==> src/rtl/song_playback_ctrl.sv <==
// Transport controller for note-series playback: tempo stepping, play/pause/stop,
// and live-keypad preemption of the song with automatic resume after a silence hold-off.
module song_playback_ctrl #(
    parameter int DIV_BASE = 1000,
    parameter int SONG_LEN = 260,
    parameter int HOLD     = 2000
) (
    input  logic       clk,
    input  logic       n_rst,
    input  logic       play_edge,
    input  logic       stop,
    input  logic       loop_en,
    input  logic [1:0] tempo_sel,
    input  logic [3:0] live_note,
    input  logic [3:0] song_note,
    output logic [3:0] note_out,
    output logic [8:0] song_pos,
    output logic       step,
    output logic       done,
    output logic [1:0] state
);

    localparam int TICK_W = $clog2(4 * DIV_BASE + 1);
    localparam int HOLD_W = (HOLD > 0) ? $clog2(HOLD + 1) : 1;

    localparam logic [TICK_W-1:0] PERIOD_M1_0 = TICK_W'(DIV_BASE - 1);
    localparam logic [TICK_W-1:0] PERIOD_M1_1 = TICK_W'(2 * DIV_BASE - 1);
    localparam logic [TICK_W-1:0] PERIOD_M1_2 = TICK_W'(3 * DIV_BASE - 1);
    localparam logic [TICK_W-1:0] PERIOD_M1_3 = TICK_W'(4 * DIV_BASE - 1);
    localparam logic [HOLD_W-1:0] HOLD_LOAD   = HOLD_W'(HOLD);
    localparam logic [8:0]        LAST_POS    = 9'(SONG_LEN - 1);
    localparam logic [3:0]        NOTE_NONE   = 4'hF;

    typedef enum logic [1:0] {
        S_IDLE  = 2'd0,
        S_PLAY  = 2'd1,
        S_PAUSE = 2'd2,
        S_LIVE  = 2'd3
    } state_t;

    state_t            state_q, state_d;
    logic [8:0]        pos_q, pos_d;
    logic [TICK_W-1:0] tick_q, tick_d;
    logic [HOLD_W-1:0] hold_q, hold_d;
    logic [3:0]        note_q, note_d;
    logic              step_q, step_d;
    logic              done_q, done_d;

    logic [TICK_W-1:0] period_m1;
    logic              live_act;

    assign live_act = (live_note != NOTE_NONE);

    // Tempo is sampled every cycle, so a faster tempo steps on the very next cycle.
    always_comb begin
        case (tempo_sel)
            2'd0:    period_m1 = PERIOD_M1_0;
            2'd1:    period_m1 = PERIOD_M1_1;
            2'd2:    period_m1 = PERIOD_M1_2;
            default: period_m1 = PERIOD_M1_3;
        endcase
    end

    always_comb begin
        state_d = state_q;
        pos_d   = pos_q;
        tick_d  = tick_q;
        hold_d  = hold_q;
        step_d  = 1'b0;
        done_d  = 1'b0;

        if (live_act) begin
            note_d = live_note;
        end else if (state_q == S_PLAY) begin
            note_d = song_note;
        end else begin
            note_d = NOTE_NONE;
        end

        if (stop) begin
            state_d = S_IDLE;
            pos_d   = '0;
            tick_d  = '0;
        end else if (play_edge) begin
            case (state_q)
                S_IDLE: begin
                    state_d = S_PLAY;
                    pos_d   = '0;
                    tick_d  = '0;
                end
                S_PLAY:  state_d = S_PAUSE;
                S_PAUSE: state_d = S_PLAY;
                default: state_d = S_PAUSE;
            endcase
        end else begin
            case (state_q)
                S_PLAY: begin
                    if (live_act) begin
                        state_d = S_LIVE;
                        hold_d  = HOLD_LOAD;
                    end else if (tick_q >= period_m1) begin
                        tick_d = '0;
                        if (pos_q < LAST_POS) begin
                            pos_d  = pos_q + 9'd1;
                            step_d = 1'b1;
                        end else if (loop_en) begin
                            pos_d  = '0;
                            step_d = 1'b1;
                        end else begin
                            pos_d   = '0;
                            done_d  = 1'b1;
                            state_d = S_IDLE;
                        end
                    end else begin
                        tick_d = tick_q + TICK_W'(1);
                    end
                end
                S_LIVE: begin
                    // Song resumes only after HOLD+1 consecutive silent cycles.
                    if (live_act) begin
                        hold_d = HOLD_LOAD;
                    end else if (hold_q == '0) begin
                        state_d = S_PLAY;
                    end else begin
                        hold_d = hold_q - HOLD_W'(1);
                    end
                end
                default: begin
                end
            endcase
        end
    end

    always_ff @(posedge clk or negedge n_rst) begin
        if (!n_rst) begin
            state_q <= S_IDLE;
            pos_q   <= '0;
            tick_q  <= '0;
            hold_q  <= '0;
            note_q  <= NOTE_NONE;
            step_q  <= 1'b0;
            done_q  <= 1'b0;
        end else begin
            state_q <= state_d;
            pos_q   <= pos_d;
            tick_q  <= tick_d;
            hold_q  <= hold_d;
            note_q  <= note_d;
            step_q  <= step_d;
            done_q  <= done_d;
        end
    end

    assign note_out = note_q;
    assign song_pos = pos_q;
    assign step     = step_q;
    assign done     = done_q;
    assign state    = state_q;

endmodule
==> config.mk <==
export PLATFORM = sky130hd
export DESIGN_NAME = song_playback_ctrl
export DESIGN_NICKNAME = d
export VERILOG_FILES = /design/src/rtl/song_playback_ctrl.sv
export SDC_FILE = /design/constraint.sdc
export NUM_CORES = 1
export LEC_CHECK = 0
export ABC_AREA = 1
export ABC_CLOCK_PERIOD_IN_PS = 1800
export BUFFER_PORTS_ARGS = -buffer_cell sky130_fd_sc_hd__buf_4
export CORE_ASPECT_RATIO = 1.5
export CORE_MARGIN = 3
export CORE_UTILIZATION = 50
export CTS_BUF_LIST = sky130_fd_sc_hd__clkbuf_2 sky130_fd_sc_hd__clkbuf_4 sky130_fd_sc_hd__clkbuf_8
export CTS_CLUSTER_SIZE = 20
export DETAILED_ROUTE_END_ITERATION = 8
export HOLD_SLACK_MARGIN = 0.12
export PLACE_DENSITY = 0.68
export SETUP_SLACK_MARGIN = 0.3
export SYNTH_ARGS = -nofsm -noshare
export SYNTH_HDL_FRONTEND = slang
export SYNTH_SLANG_ARGS = --single-unit
==> constraint.sdc <==
create_clock -name clk -period 1.8 [get_ports clk]
set_input_delay 0.27 -clock clk [delete_from_list [all_inputs] [get_ports clk]]
set_output_delay 0.27 -clock clk [all_outputs]
set_load 0.01 [all_outputs]
==> metrics <==
Die Height 95.3 um; total grt overflow 0; layout cell share with drive strength beyond 1 33.6%; WP data arrival 1.78 ns; pin count of the biggest net entering global routing 41; sequential-to-total area share from yosys stat 37.9%; Min-Delay Startpoint loop_en; CP Launch Type flop; type of the worst setup path reg -> reg; fill count 416; Hold/Removal Path Class in -> reg; Avg Cell Area, Syn 7.44 um^2; register clock-pin slew on the reported worst setup and hold paths about 0.080 ns; Post-Syn Instances 357; Mapped Area 2660 um^2; Hold Fails Final Rpt 0; syn nets 381; Initial DRC Count 95; nets@finish 443; total track usage roughly a quarter; CTS Buf Count 5; flip-flop and latch area 1010 um^2; synthesized flop and latch total 40; Slew @ Worst Pin 0.532 ns; pwr/cell area 691 nW/um^2; DRC Markers 0; first-pass GRT wire length between 10 and 15 mm; Finish-stage setup viols 0; Yosys warnings 0; RSZ-0062 raised after global routing true; Die Area 6240 um^2; Post-Route Skew 0.0141 ns; Yosys cell types 38; initial core utilization 53.5%; antenna violations before repair 0; f_max 627 MHz; Core ar. 4960 um^2; status finished, final reports clean; buffer depth of the longest clock path 2; max-slew violations 0; insertion delay to the later sink of the worst-skew pair 0.30 ns; Multi-input gate area 1640 um^2; TritonCTS clock tree built; VDD IR-drop max 0.466 mV; Cells after DPL 460; Pre-antenna DRT Iters 4; critical path peak fanout 5; WL/cell 14.1 um; final WL ~6.9 mm; Setup crit end kind flop; clk root buf clkbuf_8; number of diodes 0; CP Data Required Time 1.99 ns; P_leak 1.78 nW; Buffers on Ports 31; max cap viols 0; Tcrit/Tclk final 88.6%; Vias/cell 5.23; # IOs 32; clk sinks 40; post-route ant nets 0; minimum clock period roughly 1.6 ns; Placement Rows 31; critical path startpoint tick_q[10]$_DFFE_PN0P_; CTS H-tree lvls 2; vias after detailed routing 2,541; Chip Width 65.5 um; Fin Setup TNS 0 ns; Finished Layout Cells 486; vias in the first global route 2,583; RR Startpoint tick_q[10]$_DFFE_PN0P_; relative max-transition margin 64.5%; Area Overhead vs Synth 32.5%; hpwl dp 4.58 mm; RD Place Congestion 0.833
==> worst paths after layout <==
path	end	slack, ns	depth (start not counted)
worst min register to register	hold_q[10]$_DFFE_PN0P_	0.49	2
worst max register to register	tick_q[4]$_DFFE_PN0P_	0.21	8
worst min-delay path	done$_DFF_PN0_	0.16	2
max in group asynchronous	song_pos[0]$_DFFE_PN0P_	0.92	2
min in group asynchronous	tick_q[1]$_DFFE_PN0P_	0.48	2
worst max-delay path	tick_q[4]$_DFFE_PN0P_	0.21	8
==> layout by cell type (no fill, tap or decap), types with 6 or more instances in the layout <==
master,count
o21ai_2,11
nand2_1,98
buf_4,56
inv_1,37
nor3_1,9
nand2_2,9
buf_6,7
nor2_1,26
nand2_4,6
dfrtp_1,35
nand3_1,31
nor2_2,6
==> worst max-delay path: stages, from the launching register on <==
cell     delay, ns
dfrtp_1       0.43
ha_4          0.29
nand2_2       0.07
nor2_4        0.13
nand3_4       0.10
nand4_4       0.11
nand2_4       0.10
buf_6         0.13
and3_1        0.13
==> final cells by class <==
class | count | share of cell area (%)
clock buffers | 5 | 1.96
repair buffers | 64 | 14.5
well taps | 66 | 2.35
flip-flops and latches | 40 | 28.6
clock inverters | 3 | 1.21
inverters | 43 | 4.66
multi-input cells | 265 | 46.7
==> what timing repair did <==
item	4_1_cts	5_1_grt
hold buffers	1	0
endpoints found under the hold margin	36	0
pin swaps	9	15
gates resized for setup	33	31
setup endpoints to repair	29	34
setup buffers	9	7
gates cloned	1	0
==> registers in the layout, indices dropped and copies added (netlist names) <==
register  cells
tick_q       12
hold_q       11
song_pos      9
note_out      4
state         2
done          1
step          1
==> synthesized netlist by cell type, drive strengths merged <==
cell,count,area (um^2)
nand2,114,458
inv,43,161
nor2,39,201
nand3,37,200
dfrtp,36,901
o21ai,20,126
nor3,11,65.1
buf,9,71.3
ha,9,113
nand4,7,56.3
xor2,5,43.8
dfstp,4,105
o21a,4,30.0
a21oi,3,15.0
nand3b,3,22.5
o21bai,3,22.5
or2,2,12.5
a211oi,1,7.51
a21o,1,7.51
a31oi,1,6.26
and3,1,6.26
clkbuf,1,3.75
nor4,1,6.26
o22ai,1,6.26
o31ai,1,7.51
==> routing by layer <==
metal  global-route usage, %  wire (um)
met1                    26.9       2800
met2                    43.8       3810
met3                    3.66        163
met4                    7.96         84
met5                       0          0
==> cells by family after synthesis <==
group           synth area share [%]
simple gates                    38.7
compound gates                  8.62
flops                           37.9
buf+inv                         8.90
xor+xnor                        1.65
fa+ha+maj                       4.24
==> metrics by stage <==
stage / total power, mW / hold WS, ns / worst slack [ns] / utilization, % / area (um^2)
after floorplan: 1.37 / -0.0256 / 0.264 / - / 2660
final: 2.43 / 0.163 / 0.206 / 70.9 / 3520
after global placement: 1.53 / 0.285 / 0.102 / 60.8 / 3020
after detailed placement: 1.55 / 0.287 / 0.0425 / 60.8 / 3020
after CTS: 2.35 / 0.148 / 0.228 / 67.2 / 3330
after global routing: 2.57 / 0.142 / 0.128 / 70.9 / 3520
==> where the power goes <==
part | leakage (nW) | total (mW) | switching, mW | internal, mW
registers | 0.517 | 1.03 | 0.0613 | 0.966
clock network | 0.0541 | 0.746 | 0.335 | 0.411
logic | 1.21 | 0.659 | 0.379 | 0.280
No activity file was read; power rests on OpenSTA's default activity.
